### src/rtl/multicycle_alu_pkg.sv
// Shared opcode and operand-select encodings for the multicycle ALU.
package multicycle_alu_pkg;

  localparam logic [3:0] OP_AND   = 4'b0000;
  localparam logic [3:0] OP_OR    = 4'b0001;
  localparam logic [3:0] OP_ADD   = 4'b0010;
  localparam logic [3:0] OP_XOR   = 4'b0011;
  localparam logic [3:0] OP_NOR   = 4'b0100;
  localparam logic [3:0] OP_SLL   = 4'b0101;
  localparam logic [3:0] OP_SUB   = 4'b0110;
  localparam logic [3:0] OP_SLT   = 4'b0111;
  localparam logic [3:0] OP_SRL   = 4'b1000;
  localparam logic [3:0] OP_SRA   = 4'b1001;
  localparam logic [3:0] OP_MULTU = 4'b1010;
  localparam logic [3:0] OP_DIVU  = 4'b1011;
  localparam logic [3:0] OP_SLTU  = 4'b1100;

  localparam logic [1:0] ALUSRCB_DATA2  = 2'b00;
  localparam logic [1:0] ALUSRCB_ONE    = 2'b01;
  localparam logic [1:0] ALUSRCB_IMM    = 2'b10;
  localparam logic [1:0] ALUSRCB_IMM_SH = 2'b11;

endpackage

### src/rtl/multicycle_alu_md_muldiv_iter.sv
// Radix-2 iterative unsigned multiply (shift-add) / divide (restoring), one step per cycle.
module muldiv_iter #(
  parameter int unsigned WIDTH = 32
) (
  input  logic             clk,
  input  logic             rst_n,
  input  logic             start,
  input  logic             is_div,
  input  logic [WIDTH-1:0] a,
  input  logic [WIDTH-1:0] b,
  output logic             busy,
  output logic             done,
  output logic [WIDTH-1:0] hi,
  output logic [WIDTH-1:0] lo
);

  localparam int unsigned CW = $clog2(WIDTH) + 1;

  logic [CW-1:0]    cnt_q, cnt_d;
  logic             busy_q, busy_d, done_q, done_d, is_div_q, is_div_d;
  logic [WIDTH-1:0] wh_q, wh_d, wl_q, wl_d, op_q, op_d;
  logic [WIDTH-1:0] hi_q, hi_d, lo_q, lo_d;
  logic [WIDTH:0]   mul_sum, div_sh;
  logic [WIDTH-1:0] step_hi, step_lo;

  // wh/wl hold {partial product, multiplier} or {remainder, dividend/quotient}.
  always_comb begin
    mul_sum = {1'b0, wh_q} + (wl_q[0] ? {1'b0, op_q} : '0);
    div_sh  = {wh_q, wl_q[WIDTH-1]};
    if (is_div_q) begin
      // Explicit compare keeps divide-by-zero correct: every step subtracts 0.
      if (div_sh >= {1'b0, op_q}) begin
        step_hi = WIDTH'(div_sh - {1'b0, op_q});
        step_lo = {wl_q[WIDTH-2:0], 1'b1};
      end else begin
        step_hi = div_sh[WIDTH-1:0];
        step_lo = {wl_q[WIDTH-2:0], 1'b0};
      end
    end else begin
      step_hi = mul_sum[WIDTH:1];
      step_lo = {mul_sum[0], wl_q[WIDTH-1:1]};
    end
  end

  always_comb begin
    cnt_d    = cnt_q;
    busy_d   = busy_q;
    done_d   = 1'b0;
    is_div_d = is_div_q;
    wh_d     = wh_q;
    wl_d     = wl_q;
    op_d     = op_q;
    hi_d     = hi_q;
    lo_d     = lo_q;
    if (busy_q) begin
      wh_d  = step_hi;
      wl_d  = step_lo;
      cnt_d = cnt_q - CW'(1);
      if (cnt_q == CW'(1)) begin
        busy_d = 1'b0;
        done_d = 1'b1;
        hi_d   = step_hi;
        lo_d   = step_lo;
      end
    end else if (start) begin
      busy_d   = 1'b1;
      cnt_d    = CW'(WIDTH);
      is_div_d = is_div;
      wh_d     = '0;
      wl_d     = a;
      op_d     = b;
    end
  end

  always_ff @(posedge clk or negedge rst_n) begin
    if (!rst_n) begin
      cnt_q    <= '0;
      busy_q   <= 1'b0;
      done_q   <= 1'b0;
      is_div_q <= 1'b0;
      wh_q     <= '0;
      wl_q     <= '0;
      op_q     <= '0;
      hi_q     <= '0;
      lo_q     <= '0;
    end else begin
      cnt_q    <= cnt_d;
      busy_q   <= busy_d;
      done_q   <= done_d;
      is_div_q <= is_div_d;
      wh_q     <= wh_d;
      wl_q     <= wl_d;
      op_q     <= op_d;
      hi_q     <= hi_d;
      lo_q     <= lo_d;
    end
  end

  assign busy = busy_q;
  assign done = done_q;
  assign hi   = hi_q;
  assign lo   = lo_q;

endmodule

### src/rtl/multicycle_alu_md.sv
// Multicycle-datapath ALU: operand muxes, single-cycle ops, registered aluout, iterative mul/div.
module multicycle_alu_md
  import multicycle_alu_pkg::*;
#(
  parameter int unsigned WIDTH = 32,
  parameter int unsigned SHW   = $clog2(WIDTH)
) (
  input  logic             clk,
  input  logic             rst_n,
  input  logic [WIDTH-1:0] data1,
  input  logic [WIDTH-1:0] data2,
  input  logic [WIDTH-1:0] pcvalue,
  input  logic [WIDTH-1:0] signextend_result,
  input  logic [WIDTH-1:0] signextend_result_shift,
  input  logic             AluSrcA,
  input  logic [1:0]       AluSrcB,
  input  logic [3:0]       controlline,
  input  logic             start,
  output logic [WIDTH-1:0] aluresult,
  output logic [WIDTH-1:0] aluout,
  output logic             zero,
  output logic             busy,
  output logic             done,
  output logic [WIDTH-1:0] hi,
  output logic [WIDTH-1:0] lo
);

  localparam logic [WIDTH-1:0] One = WIDTH'(1);

  logic [WIDTH-1:0] s1, s2, aluout_q;
  logic [SHW-1:0]   shamt;
  logic             long_start, is_div;

  always_comb begin
    s1 = AluSrcA ? data1 : pcvalue;
    unique case (AluSrcB)
      ALUSRCB_DATA2: s2 = data2;
      ALUSRCB_ONE:   s2 = One;
      ALUSRCB_IMM:   s2 = signextend_result;
      default:       s2 = signextend_result_shift;
    endcase
  end

  assign shamt = s1[SHW-1:0];
  assign zero  = (s1 == s2);

  always_comb begin
    aluresult = '0;
    case (controlline)
      OP_AND:  aluresult = s1 & s2;
      OP_OR:   aluresult = s1 | s2;
      OP_ADD:  aluresult = s1 + s2;
      OP_XOR:  aluresult = s1 ^ s2;
      OP_NOR:  aluresult = ~(s1 | s2);
      OP_SUB:  aluresult = s1 - s2;
      OP_SLT:  aluresult = ($signed(s1) < $signed(s2)) ? One : '0;
      OP_SLTU: aluresult = (s1 < s2) ? One : '0;
      OP_SLL:  aluresult = s2 << shamt;
      OP_SRL:  aluresult = s2 >> shamt;
      OP_SRA:  aluresult = $signed(s2) >>> shamt;
      default: aluresult = '0;
    endcase
  end

  always_ff @(posedge clk or negedge rst_n) begin
    if (!rst_n) begin
      aluout_q <= '0;
    end else begin
      aluout_q <= aluresult;
    end
  end

  assign aluout = aluout_q;

  // The iterator itself ignores start while busy.
  assign is_div     = (controlline == OP_DIVU);
  assign long_start = start && ((controlline == OP_MULTU) || is_div);

  muldiv_iter #(
    .WIDTH(WIDTH)
  ) u_muldiv (
    .clk   (clk),
    .rst_n (rst_n),
    .start (long_start),
    .is_div(is_div),
    .a     (s1),
    .b     (s2),
    .busy  (busy),
    .done  (done),
    .hi    (hi),
    .lo    (lo)
  );

endmodule

### config.mk
export PLATFORM = sky130hd
export DESIGN_NAME = multicycle_alu_md
export DESIGN_NICKNAME = d
export VERILOG_FILES = /design/src/rtl/multicycle_alu_pkg.sv /design/src/rtl/multicycle_alu_md_muldiv_iter.sv /design/src/rtl/multicycle_alu_md.sv
export SDC_FILE = /design/constraint.sdc
export NUM_CORES = 1
export LEC_CHECK = 0
export ABC_CLOCK_PERIOD_IN_PS = 6200
export BUFFER_PORTS_ARGS = -buffer_cell sky130_fd_sc_hd__buf_2
export CAP_MARGIN = 40
export CORE_MARGIN = 3
export CORE_UTILIZATION = 50
export CTS_BUF_LIST = sky130_fd_sc_hd__clkbuf_4 sky130_fd_sc_hd__clkbuf_8
export DETAILED_ROUTE_END_ITERATION = 8
export GPL_TIMING_DRIVEN = 0
export HOLD_SLACK_MARGIN = 0.05
export PLACE_DENSITY = 0.7
export SYNTH_ARGS = -nofsm -noshare
export SYNTH_HDL_FRONTEND = slang
export SYNTH_SLANG_ARGS = --single-unit
### constraint.sdc
create_clock -name clk -period 6.2 [get_ports clk]
set_input_delay 0.93 -clock clk [delete_from_list [all_inputs] [get_ports clk]]
set_output_delay 0.93 -clock clk [all_outputs]
set_load 0.02 [all_outputs]
==> metrics <==
data required time of the critical path=5.27 ns; iteration count of the initial detailed-routing pass=7; post-layout instance count excluding filler cells=3,854; maximum number of pins on one net before global-route repair=121; die height=218.7 um; Post-synth EDFFs=0; Clk Tree Root Cell=sky130_fd_sc_hd__clkbuf_8; routed vias=26,610; switching power share of the total=53.94%; actual slew at the worst max-slew pin=about 1.1 ns; global-route wire length before repair=roughly 160,000 um; number of global-route vias before repair=25,500; area post-placement=25,010 um^2; final setup margin=-0.004543 ns; setup TNS=-0.004543 ns; total non-filler cell area in the finished layout=26,530 um^2; Max Fanout on Critical Path=10; final period utilization=100.1%; average wire per standard cell=29.55 um; post-synth design cell area=~23,000 um^2; type of the worst min-delay path=in2async; commonest cells after routing, fill and taps aside=sky130_fd_sc_hd__buf_2, sky130_fd_sc_hd__nand2_1, sky130_fd_sc_hd__a21oi_1; synthesis-to-finish area growth=17.23%; Power per Cell Area=462.8 nW/um^2; Pint=5.655 mW; Min Clock Period, post-route=6.205 ns; effective utilization at floorplan=approximately 50%; number of nets in the final layout=3,575; Static Leak=12.26 nW; delay of the slowest cell on the worst path=about 0.44 ns; crit path capture type=primary output; total track usage=a little under half; die footprint=47,850 um^2; count of buffer and inverter cells on the critical path=6; commonest non-fill, non-tap cell in the layout=sky130_fd_sc_hd__buf_2; number of remaining DRC errors=0; area of the core region=44,510 um^2; post-synthesis async set-or-reset flop share=100.0%; commonest register cell after synthesis=sky130_fd_sc_hd__dfrtp_1; Arrival @ worst endpoint=5.27 ns; Max Slew Vio Count=0; Num CTS Buffers=38; Clock Skew=0.02917 ns; Clk pwr share=approximately 11%; VDD IR-drop max=0.0003158 V; sequential power share=19.7%; clock insertion delay at the later pin of the skew report=a little over 0.6 ns; die span in x=218.7 um; fin util=about three fifths; GR Overflow Total=0; clock edge transition at the registers on the reported setup and hold paths=0.06 ns; number of DRC violations after detailed-routing iteration 0=3,490; number of storage elements in the synthesis netlist=around 200; combinational fraction of design power=69.2%; Placement Rows=77; Clock Sinks=~200; setup violators final=1; pre-CTS setup slack=-2.179 ns; failing checks=negative setup slack; DP Cell Count=3,782; Total Wirelength=about 110,000 um; number of top-level design ports=301; Clock Tree Buf Depth=3; initial antenna violation count=2; Yosys warning total=0; setup repair after global routing missed its margin=true; mean post-synth cell area=7.863 um^2; chain of cells forming the critical path=buf_2, buf_6, buf_6, mux2i_1, o21ai_4, inv_1, ha_2, inv_1, nor4_1, a211oi_2, and3_1, a211o_1, a21oi_2, or2_2, a221o_1, a221o_1, buf_2; CTS tree=done; Synth Net Count=3,215; critical path startpoint category=input pin; remaining max-slew budget at the tightest pin=29.11%; Largest delay share family, worst path=compound AO/OA/AOI/OAI gates; number of instances in the synthesized netlist=2,878; count of maximum capacitance violations=0; sequential share of the synthesized area=22.23%; status=finished with violations; DP Wirelength=90,040 um; Synth cell types=93; top achievable clock speed=about 0.16 GHz; count of endpoints failing hold in the final timing report=0; average via count per standard cell=roughly 7; number of routed nets with antenna violations=0; number of H-tree levels=2; net switching power=6.623 mW; global placement routability congestion=1.117; critical path class=in2out; IO Port Bufs=between 200 and 300; share of layout cells above drive strength 1=between 10% and 20%; critical-path cell with the highest stage delay=sky130_fd_sc_hd__mux2i_1; Fill cells=4,043; number of antenna cells inserted=0
## per-stage QoR
step / total power, mW / hold slack [ns]
final: 12.28 / 0.2648
after global routing: 12.93 / 0.3363
after CTS: 11.92 / 0.3078
after detailed placement: 10.42 / 0.4673
after global placement: 10.21 / 0.4564
after floorplan: 7.822 / 0.4365
## worst paths after layout
kind / endpoint / from / slack (ns) / cells after the start
min in group clk: u_muldiv.lo[17] / u_muldiv.lo[17] / 0.48 / 2
min reg2reg: u_muldiv.lo[17] / u_muldiv.lo[17] / 0.48 / 2
max in group asynchronous: u_muldiv.lo[16] / rst_n / 4.85 / 2
max reg2reg: u_muldiv.wh_q[23] / u_muldiv.wl_q[0] / 1.44 / 14
min: u_muldiv.hi[17] / rst_n / 0.26 / 1
max: aluresult[26] / AluSrcB[1] / -0.005 / 17
## power by group through the flow
stage | logic (mW) | clock network (mW) | registers (mW)
floorplan | 5.31 | 0 | 2.51
global placement | 7.84 | 0 | 2.36
detailed placement | 8.03 | 0 | 2.40
CTS | 8.16 | 1.38 | 2.38
global route | 9.04 | 1.43 | 2.46
finish | 8.49 | 1.37 | 2.42
## what timing repair did
| action | CTS | global route |
|---|---|---|
| cloned | 0 | 0 |
| endpoints found under the setup margin | 41 | 13 |
| resized for setup | 88 | 43 |
| hold buffers | 0 | 0 |
| pin swaps | 10 | 17 |
| setup buffers | 8 | 9 |
## area by class of cell
| cell class | instances | area, um^2 | share of cell area, % |
|---|---|---|---|
| clock inverter | 6 | 46.29 | 0.1745 |
| inverter | 152 | 579.3 | 2.184 |
| timing repair buffer | 332 | 1780 | 6.712 |
| tap | 592 | 740.7 | 2.792 |
| multi-input combinational | 2331 | 16690 | 62.90 |
| clock buffer | 58 | 710.7 | 2.679 |
| sequential | 201 | 5030 | 18.96 |
| buffer | 182 | 954.7 | 3.599 |
## cells by family (layout without fill, tap and decap cells)
| kind of cell | Yosys count | count (layout) | synth area share, % |
|---|---|---|---|
| simple gates | 828 | 828 | 16.90 |
| buf+inv | 346 | 730 | 6.519 |
| fa+ha+maj | 167 | 167 | 9.366 |
| xor+xnor | 50 | 50 | 1.935 |
| mux | 298 | 298 | 13.87 |
| compound gates | 988 | 988 | 29.18 |
| flops | 201 | 201 | 22.23 |
## state kept, by name (all words and copies together), names as in the netlist, 6 cells and up
| name | cells |
|---|---|
| u_muldiv.wh_q | 32 |
| u_muldiv.cnt_q | 6 |
| u_muldiv.hi | 32 |
| u_muldiv.wl_q | 32 |
| u_muldiv.op_q | 32 |
| u_muldiv.lo | 32 |
| aluout | 32 |
## layer usage
layer / track usage, % / wire, um / vias to the layer above
li1: - / - / 11370
met1: 53.93 / 40470 / 12620
met2: 71.39 / 49850 / 2058
met3: 12.17 / 13230 / 560
met4: 32.49 / 10200 / 6
met5: 0 / 118 / -
## worst reg2reg max path, stage by stage, from the launching register on
cell                       delay, ns
sky130_fd_sc_hd__dfrtp_1        0.63
sky130_fd_sc_hd__clkbuf_1       0.56
sky130_fd_sc_hd__and2_1         0.23
sky130_fd_sc_hd__ha_1           0.25
sky130_fd_sc_hd__inv_1          0.08
sky130_fd_sc_hd__fa_1           0.44
sky130_fd_sc_hd__nand2b_1       0.23
sky130_fd_sc_hd__a211oi_1       0.40
sky130_fd_sc_hd__o211ai_1       0.23
sky130_fd_sc_hd__o211ai_1       0.37
sky130_fd_sc_hd__a31oi_1        0.22
sky130_fd_sc_hd__o21ai_0        0.41
sky130_fd_sc_hd__xor2_1         0.26
sky130_fd_sc_hd__o32ai_1        0.16
sky130_fd_sc_hd__o21ai_0        0.22
## synthesized netlist by cell type, types with 9 or more instances
library cell / n / area share (%)
sky130_fd_sc_hd__o21ai_1: 16 / 0.35
sky130_fd_sc_hd__xor2_1: 20 / 0.77
sky130_fd_sc_hd__nand2_1: 255 / 4.2
sky130_fd_sc_hd__o22ai_1: 15 / 0.41
sky130_fd_sc_hd__xnor2_1: 30 / 1.2
sky130_fd_sc_hd__a211oi_1: 25 / 0.83
sky130_fd_sc_hd__a221o_1: 25 / 1.1
sky130_fd_sc_hd__inv_1: 137 / 2.3
sky130_fd_sc_hd__o21bai_1: 29 / 0.96
sky130_fd_sc_hd__dfrtp_1: 201 / 22
sky130_fd_sc_hd__mux2i_1: 254 / 11
sky130_fd_sc_hd__buf_2: 33 / 0.73
sky130_fd_sc_hd__o21ai_0: 224 / 5.0
sky130_fd_sc_hd__nor4_1: 17 / 0.47
sky130_fd_sc_hd__o2111ai_1: 15 / 0.58
sky130_fd_sc_hd__and3_1: 29 / 0.80
sky130_fd_sc_hd__mux2_2: 32 / 1.6
sky130_fd_sc_hd__a22oi_1: 14 / 0.46
sky130_fd_sc_hd__o221ai_1: 13 / 0.50
sky130_fd_sc_hd__o2bb2ai_2: 22 / 1.5
sky130_fd_sc_hd__nor3_1: 56 / 1.2
sky130_fd_sc_hd__a221oi_1: 23 / 0.89
sky130_fd_sc_hd__a211o_1: 10 / 0.39
sky130_fd_sc_hd__nor2b_1: 13 / 0.36
sky130_fd_sc_hd__a31o_2: 9 / 0.35
sky130_fd_sc_hd__nand3_1: 78 / 1.7
sky130_fd_sc_hd__or2_2: 10 / 0.28
sky130_fd_sc_hd__a21o_1: 53 / 1.8
sky130_fd_sc_hd__ha_1: 163 / 9.0
sky130_fd_sc_hd__buf_4: 9 / 0.30
sky130_fd_sc_hd__inv_2: 11 / 0.18
sky130_fd_sc_hd__o211ai_1: 68 / 2.3
sky130_fd_sc_hd__o31ai_1: 22 / 0.73
sky130_fd_sc_hd__nand4_1: 21 / 0.58
sky130_fd_sc_hd__and2_1: 41 / 1.1
sky130_fd_sc_hd__buf_6: 11 / 0.55
sky130_fd_sc_hd__clkbuf_1: 130 / 2.2
sky130_fd_sc_hd__buf_1: 10 / 0.17
sky130_fd_sc_hd__nand2b_1: 22 / 0.61
sky130_fd_sc_hd__a21oi_1: 252 / 5.6
sky130_fd_sc_hd__or3_1: 22 / 0.61
sky130_fd_sc_hd__a31oi_1: 44 / 1.2
sky130_fd_sc_hd__nor2_1: 240 / 4.0
sky130_fd_sc_hd__o21a_1: 22 / 0.73
Power figures use the tool's default switching activity.
